`config.mk`:
```
export PLATFORM = sky130hd
export DESIGN_NAME = load_stream_decoder
export DESIGN_NICKNAME = d
export VERILOG_FILES = /design/src/rtl/load_stream_decoder.sv
export SDC_FILE = /design/constraint.sdc
export NUM_CORES = 1
export LEC_CHECK = 0
export ABC_AREA = 1
export BUFFER_PORTS_ARGS = -buffer_cell sky130_fd_sc_hd__buf_2
export CELL_PAD_IN_SITES_DETAIL_PLACEMENT = 1
export CELL_PAD_IN_SITES_GLOBAL_PLACEMENT = 1
export CORE_UTILIZATION = 49
export CTS_BUF_LIST = sky130_fd_sc_hd__clkbuf_8
export CTS_CLUSTER_SIZE = 24
export DETAILED_ROUTE_END_ITERATION = 8
export GPL_ROUTABILITY_DRIVEN = 0
export PLACE_DENSITY_LB_ADDON = 0.1
export SLEW_MARGIN = 0
export SYNTH_ARGS = -nofsm -noshare
export SYNTH_HDL_FRONTEND = slang
export SYNTH_SLANG_ARGS = --single-unit
```
`constraint.sdc`:
```
create_clock -name clk -period 2.25 [get_ports clk]
set_clock_uncertainty 0.15 [all_clocks]
set_input_delay 0.45 -clock clk [delete_from_list [all_inputs] [get_ports clk]]
set_output_delay 0.45 -clock clk [all_outputs]
set_load 0.1 [all_outputs]
```
`src/rtl/load_stream_decoder.sv`:
```
// Receive side of the display-load serial stream: synchronises sclk/cs_n/ds/dc into clk,
// deserialises WORD_W-bit words and offers them on a valid/ready port with overrun tracking.
module load_stream_decoder #(
  parameter int WORD_W      = 12,
  parameter int SYNC_STAGES = 2,
  parameter bit MSB_FIRST   = 1'b1
) (
  input  logic              clk,
  input  logic              rst_n,
  input  logic              sclk_in,
  input  logic              cs_n_in,
  input  logic              ds_in,
  input  logic              dc_in,
  input  logic              word_ready,
  input  logic              clr_overrun,
  output logic [WORD_W-1:0] word_out,
  output logic              word_is_cmd,
  output logic              word_valid,
  output logic              overrun,
  output logic              frame_err
);

  localparam int CNT_W = $clog2(WORD_W + 1);

  typedef enum logic [1:0] {
    RESYNC = 2'd0,
    IDLE   = 2'd1,
    SHIFT  = 2'd2
  } state_t;

  logic [SYNC_STAGES-1:0] sclk_sync_r;
  logic [SYNC_STAGES-1:0] cs_sync_r;
  logic [SYNC_STAGES-1:0] ds_sync_r;
  logic [SYNC_STAGES-1:0] dc_sync_r;
  logic                   sclk_prev_r;
  logic                   sclk_s;
  logic                   cs_n_s;
  logic                   ds_s;
  logic                   dc_s;
  logic                   sclk_rise_s;

  state_t                 state_r;
  logic [CNT_W-1:0]       cnt_r;
  logic [WORD_W-1:0]      shreg_r;
  logic [WORD_W-1:0]      shift_next_s;
  logic                   done_r;
  logic                   done_cmd_r;
  logic                   accept_s;
  logic                   drop_s;

  // Input synchronisers plus one extra sclk stage for rising-edge detection
  always_ff @(posedge clk or negedge rst_n) begin
    if (!rst_n) begin
      sclk_sync_r <= '0;
      cs_sync_r   <= '0;
      ds_sync_r   <= '0;
      dc_sync_r   <= '0;
      sclk_prev_r <= 1'b0;
    end else begin
      sclk_sync_r <= {sclk_sync_r[SYNC_STAGES-2:0], sclk_in};
      cs_sync_r   <= {cs_sync_r[SYNC_STAGES-2:0], cs_n_in};
      ds_sync_r   <= {ds_sync_r[SYNC_STAGES-2:0], ds_in};
      dc_sync_r   <= {dc_sync_r[SYNC_STAGES-2:0], dc_in};
      sclk_prev_r <= sclk_s;
    end
  end

  assign sclk_s      = sclk_sync_r[SYNC_STAGES-1];
  assign cs_n_s      = cs_sync_r[SYNC_STAGES-1];
  assign ds_s        = ds_sync_r[SYNC_STAGES-1];
  assign dc_s        = dc_sync_r[SYNC_STAGES-1];
  assign sclk_rise_s = sclk_s & ~sclk_prev_r;

  // Next shift-register value for the configured bit order
  always_comb begin
    shift_next_s = shreg_r;
    if (MSB_FIRST) begin
      shift_next_s = {shreg_r[WORD_W-2:0], ds_s};
    end else begin
      shift_next_s = {ds_s, shreg_r[WORD_W-1:1]};
    end
  end

  // Frame FSM: RESYNC waits out any frame already running when reset released
  always_ff @(posedge clk or negedge rst_n) begin
    if (!rst_n) begin
      state_r    <= RESYNC;
      cnt_r      <= '0;
      shreg_r    <= '0;
      done_r     <= 1'b0;
      done_cmd_r <= 1'b0;
      frame_err  <= 1'b0;
    end else begin
      done_r    <= 1'b0;
      frame_err <= 1'b0;
      case (state_r)
        RESYNC: begin
          cnt_r <= '0;
          if (cs_n_s) state_r <= IDLE;
        end
        IDLE: begin
          cnt_r <= '0;
          if (!cs_n_s) state_r <= SHIFT;
        end
        SHIFT: begin
          if (cs_n_s) begin
            frame_err <= (cnt_r != '0);
            cnt_r     <= '0;
            state_r   <= IDLE;
          end else if (sclk_rise_s) begin
            shreg_r <= shift_next_s;
            if (cnt_r == CNT_W'(WORD_W - 1)) begin
              cnt_r      <= '0;
              done_r     <= 1'b1;
              done_cmd_r <= ~dc_s;
            end else begin
              cnt_r <= cnt_r + CNT_W'(1);
            end
          end
        end
        default: begin
          state_r <= RESYNC;
          cnt_r   <= '0;
        end
      endcase
    end
  end

  // A completed word sits in shreg_r for at least one sclk phase, so it is copied from there
  assign accept_s = word_valid & word_ready;
  assign drop_s   = done_r & word_valid & ~word_ready;

  // Output holding register, handshake and sticky overrun (set beats clear)
  always_ff @(posedge clk or negedge rst_n) begin
    if (!rst_n) begin
      word_out    <= '0;
      word_is_cmd <= 1'b0;
      word_valid  <= 1'b0;
      overrun     <= 1'b0;
    end else begin
      if (done_r) begin
        if (!drop_s) begin
          word_out    <= shreg_r;
          word_is_cmd <= done_cmd_r;
          word_valid  <= 1'b1;
        end
      end else if (accept_s) begin
        word_valid <= 1'b0;
      end
      if (drop_s) begin
        overrun <= 1'b1;
      end else if (clr_overrun) begin
        overrun <= 1'b0;
      end
    end
  end

endmodule
```
Word level (Yosys, flattened, before mapping)

Index checks and enable logic that the tools add are counted.

$add $sub $neg: 1
Reduce and logical (&&, ||, !) cells: 10
Multiplexer cells: 18
Eq/ne operators: 7
Bitwise operators: 9

Operator list:

| cell                                                                  | number |
|---|---|
| 4-bit 2-to-1 mux                                                      | 4 |
| 1-bit 2-to-1 mux                                                      | 11 |
| 2-bit AND reduction                                                   | 3 |
| 1-bit NOT                                                             | 5 |
| 4-bit by 1-bit adder with 4-bit output, second input constant         | 1 |
| 1-bit bitwise AND                                                     | 4 |
| 4-bit equality test, second input constant                            | 1 |
| 2-bit 2-to-1 mux                                                      | 2 |
| 2-bit != test, second input constant                                  | 2 |
| 2-bit one-hot mux with 2 select lines                                 | 1 |
| 4-bit AND reduction                                                   | 1 |
| 2-bit nonzero test                                                    | 2 |
| 4-bit nonzero test                                                    | 1 |
| 3-bit != test, second input constant                                  | 1 |
| 3-bit AND reduction                                                   | 1 |
| 2-bit by 1-bit equality test with 1-bit output, second input constant | 1 |
| 2-bit equality test, second input constant                            | 1 |
| 2-bit logical NOT                                                     | 1 |
| 2-bit by 1-bit != test with 1-bit output, second input constant       | 1 |
| 2-bit OR reduction                                                    | 1 |

Output and inout port bits: 16
Logic and storage cells: 60
Input port bits: 8
Flip-flop bits (word level): 45

Longest topological paths before layout

Depth after elaboration: 5
Depth in mapped cells: 7
Gate-level depth less buffers: 6

Worst setup path before layout

No wires, ideal clock.

Kind: reg-to-reg
Start point: register word_valid
End point: register word_out[10]
Buffers on the path: 1
Setup time: 0.083 ns
Arrival time: 1.603 ns
Clock period less this slack: 1.836 ns
Slack: 0.414 ns
Cell stages (with the launch flop): 6
Required time: 2.017 ns
Cells stage by stage: dfrtp_1 -> nand2_1 -> nand2_2 -> buf_2 -> nand2_1 -> o21ai_0

Cells in the longest elaborated chain, start to end: 4

RTL lines:

| element                              | RTL line | text |
|---|---|---|
| start, declared                      | 18       | `output logic word_valid,` |
| start signal, assigned               | 138      | `word_valid <= 1'b0;` |
| start signal, assigned               | 145      | `word_valid <= 1'b1;` |
| start signal, assigned               | 148      | `word_valid <= 1'b0;` |
| 1-bit bitwise AND (2 in series)      | 131      | `assign drop_s = done_r & word_valid & ~word_ready;` |
| 1-bit NOT (no source line)           | -        |  |
| 2-bit AND reduction (no source line) | -        |  |
| end signal, assigned                 | 143      | `word_out <= shreg_r;` |
| end, declared                        | 16       | `output logic [WORD_W-1:0] word_out,` |

Every way passes these cells.
A chain may end at the register's enable or synchronous reset.

Worst setup path in the final report

Start point: register word_out[2]
End point: output port word_out[2]

No word-level cell between the ends.

==> key figures <==
Timing
  – Hold Fails Final Rpt: 0
  – Slew HR: 65.1%
  – Sum Neg Setup Slack: 0 ps
  – Fin crit period: 1720 ps
  – Fin crit share: 76.2%
  – Max Fclk: 583 MHz
  – Slew Viols, Final: 0
  – Tightest Pin Transition: 524 ps
  – RSZ-0062 raised after global routing: false
  – Endpoints failing setup: 0

Critical path
  – CP Capture Type: output port
  – R2r startpoint: state_r[0]
  – CP bufs+invs: 1
  – Worst Path Arrival: 1120 ps
  – CP required: 1650 ps
  – Worst R2R Setup Slack: 720 ps
  – Worst-path cell chain: buf_2
  – Delay-heaviest family, CP: buffers and inverters
  – Crit Path Max Fanout: 2
  – Slowest-stage cell, CP: buf_2
  – Worst Reg-to-Reg Cells: 6
  – R2r endpoint: shreg_r[4]
  – Crit path largest cell delay: 440 ps
  – Worst setup SP type: flip-flop
  – Critical path class: reg2out

Drt
  – Starting DRT DRC Count: 64
  – Via Count: 1180
  – DRC: 0
  – Detail Route Antenna Nets: 0
  – Final WL: 3.15 mm
  – Pre-antenna DRT Iters: 4
  – Routed wire length per instance: 13.0 um
  – Via density: 4.86

Min path
  – Hold_sp: ds_in
  – Hold EP: ds_sync_r[0]
  – Hold path cells: 1
  – HP Class: in2reg

Finish
  – Proportion of layout cells with a drive suffix above 1: 20.3%
  – Nets: 206
  – Ant. Diodes: 0
  – Area Overhead vs Synth: 15.9%
  – Post-Route Utilization: 59.1%

Global routing
  – Global-route wire length before repair: 5.14 mm
  – Gr usage total: 19.9%
  – Initial antenna violation count: 0
  – Vias in the first global route: 1195
  – Remaining Overflow, GRT: 0
  – Pin count of the biggest net entering global routing: 27

Yosys
  – Area share of the largest cell type after synthesis: 66.1%
  – Register area share after synthesis: 66.1%
  – Post-Syn Area: 0.00170 sq mm
  – Distinct cells, synth: 17
  – Syn_nets: 178
  – Synthesis warning total: 0
  – Ranking of synthesized cells by area: dfrtp_1, nand2_1, o21ai_0, inv_1, nand3_1
  – Post-Syn Area per Cell: 10.1 sq um
  – Cell taking the most area after synthesis: dfrtp_1
  – Yosys reg bits: 45
  – Syn Inst Count: 168

Clock tree
  – CTS resizes: 0
  – CTS sink cnt: 45
  – Clk root buf: clkbuf_8
  – CTS tree: built
  – Skew-Pair Late Insertion Delay: 300 ps
  – Deepest clock path buffer count: 2
  – Htree depth: 2
  – Clk slew on worst S/H paths: 80 ps
  – Cts bufs inserted: 5

Floorplan
  – Num ports: 24
  – Chip Height: 61.0 um
  – Initial Util: 51.0%
  – Core Region: 0.00334 sq mm
  – Row Count: 21
  – Die area: 0.00371 sq mm
  – Die Span X: 61.0 um

Outcome
  – Status: completed

Place
  – Post-DP HPWL: 2.22 mm
  – Port buffer count: 23

Pwr
  – Leakage power: 1.02 nW
  – Peak supply drop: 0.458 mV
  – Power density of the placed cells: 726 mW/mm^2

Run
  – Max_cap viols: 0
## registers in the layout (all words and copies together), names as in the netlist
register and count:
shreg_r 12, word_out 12, cnt_r 4, cs_sync_r 2, dc_sync_r 2, ds_sync_r 2, sclk_sync_r 2, state_r 2
done_cmd_r 1, done_r 1, frame_err 1, overrun 1, sclk_prev_r 1, word_is_cmd 1, word_valid 1
## per-stage QoR
stage / setup slack, ps / cell area (sq um) / hold WS (ps) / instances / power (W)
after detailed placement: 723 / 1860 / 187 / 234 / 0.000908
after floorplan: 414 / 1700 / 4.41 / 168 / 0.000873
after global placement: 813 / 1860 / 182 / 234 / 0.000903
after CTS: 528 / 1970 / 93.9 / 243 / 0.00146
after global routing: 502 / 1970 / 92.1 / 243 / 0.00148
final: 535 / 1970 / 103 / 243 / 0.00143
## cells in the final DEF, fill, tap and decap left out
cell type      count
a211oi_1           1
buf_12             1
buf_2             23
buf_4              1
clkbuf_8           7
clkinv_2           1
dfrtp_1           45
dlygate4sd3_1      1
ha_1               2
inv_1             23
inv_2              2
nand2_1           45
nand2_2            1
nand3_1            6
nand3_2            3
nand4_1            1
nor2_1             6
nor2_2             1
o21ai_0           26
xor2_1             1
## cell usage after synthesis, drive strengths merged
| master | instances |
|---|---|
| xor2 | 1 |
| nand2 | 46 |
| inv | 25 |
| buf | 5 |
| ha | 2 |
| dfrtp | 45 |
| a211oi | 1 |
| o21ai | 26 |
| nor2 | 7 |
| nand3 | 9 |
| nand4 | 1 |
## power breakdown
part	switching (W)	internal [W]	total (W)
combinational	0.0000360	0.0000165	0.0000525
sequential	0.0000113	0.000828	0.000839
clock	0.000262	0.000277	0.000540
## routing by layer
metal  routed length (um)  share of wire, %  track usage (%)  vias to the layer above
met3                  113               3.6             6.40                       10
li1                     -                 -                -                      573
met2                 1640                52             33.9                       21
met5                    0                 0                0                        -
met1                 1310                42             22.6                      576
met4                   83               2.6             9.74                        0
## layout make-up
cell class,instances,area (sq um)
inverter,25,93.8
clock inverter,1,5.00
tap,46,57.6
timing repair buffer,26,153
sequential,45,1130
clock buffer,7,96.3
multi-input combinational,93,442
fill,393,1360
## worst max-delay path by stage
| stage | cells past startpoint | end | slack [ps] | startpoint |
|---|---|---|---|---|
| after floorplan | 5 | word_out[10] | 410 | word_valid |
| after global placement | 5 | word_out[4] | 810 | word_ready |
| after detailed placement | 6 | shreg_r[0] | 720 | state_r[0] |
| after CTS | 1 | word_out[2] | 530 | word_out[2] |
| after global routing | 1 | word_valid | 500 | word_valid |
| final | 1 | word_out[2] | 530 | word_out[2] |
## cells by family after synthesis
family / count (synthesis) / synth area share, %
buffers and inverters: 30 / 7.93
XOR/XNOR: 1 / 0.514
flip-flops: 45 / 66.1
AND/OR/NAND/NOR: 63 / 15.9
AO/OA/AOI/OAI: 27 / 8.08
adder cells (fa/ha/maj): 2 / 1.47
## timing repair
item / in CTS / in global routing
hold buffers: 1 / 0
endpoints found under the setup margin: 0 / 0
endpoints found under the hold margin: 21 / 0
setup buffers: 0 / 0
No activity file was read; power rests on OpenSTA's default activity.
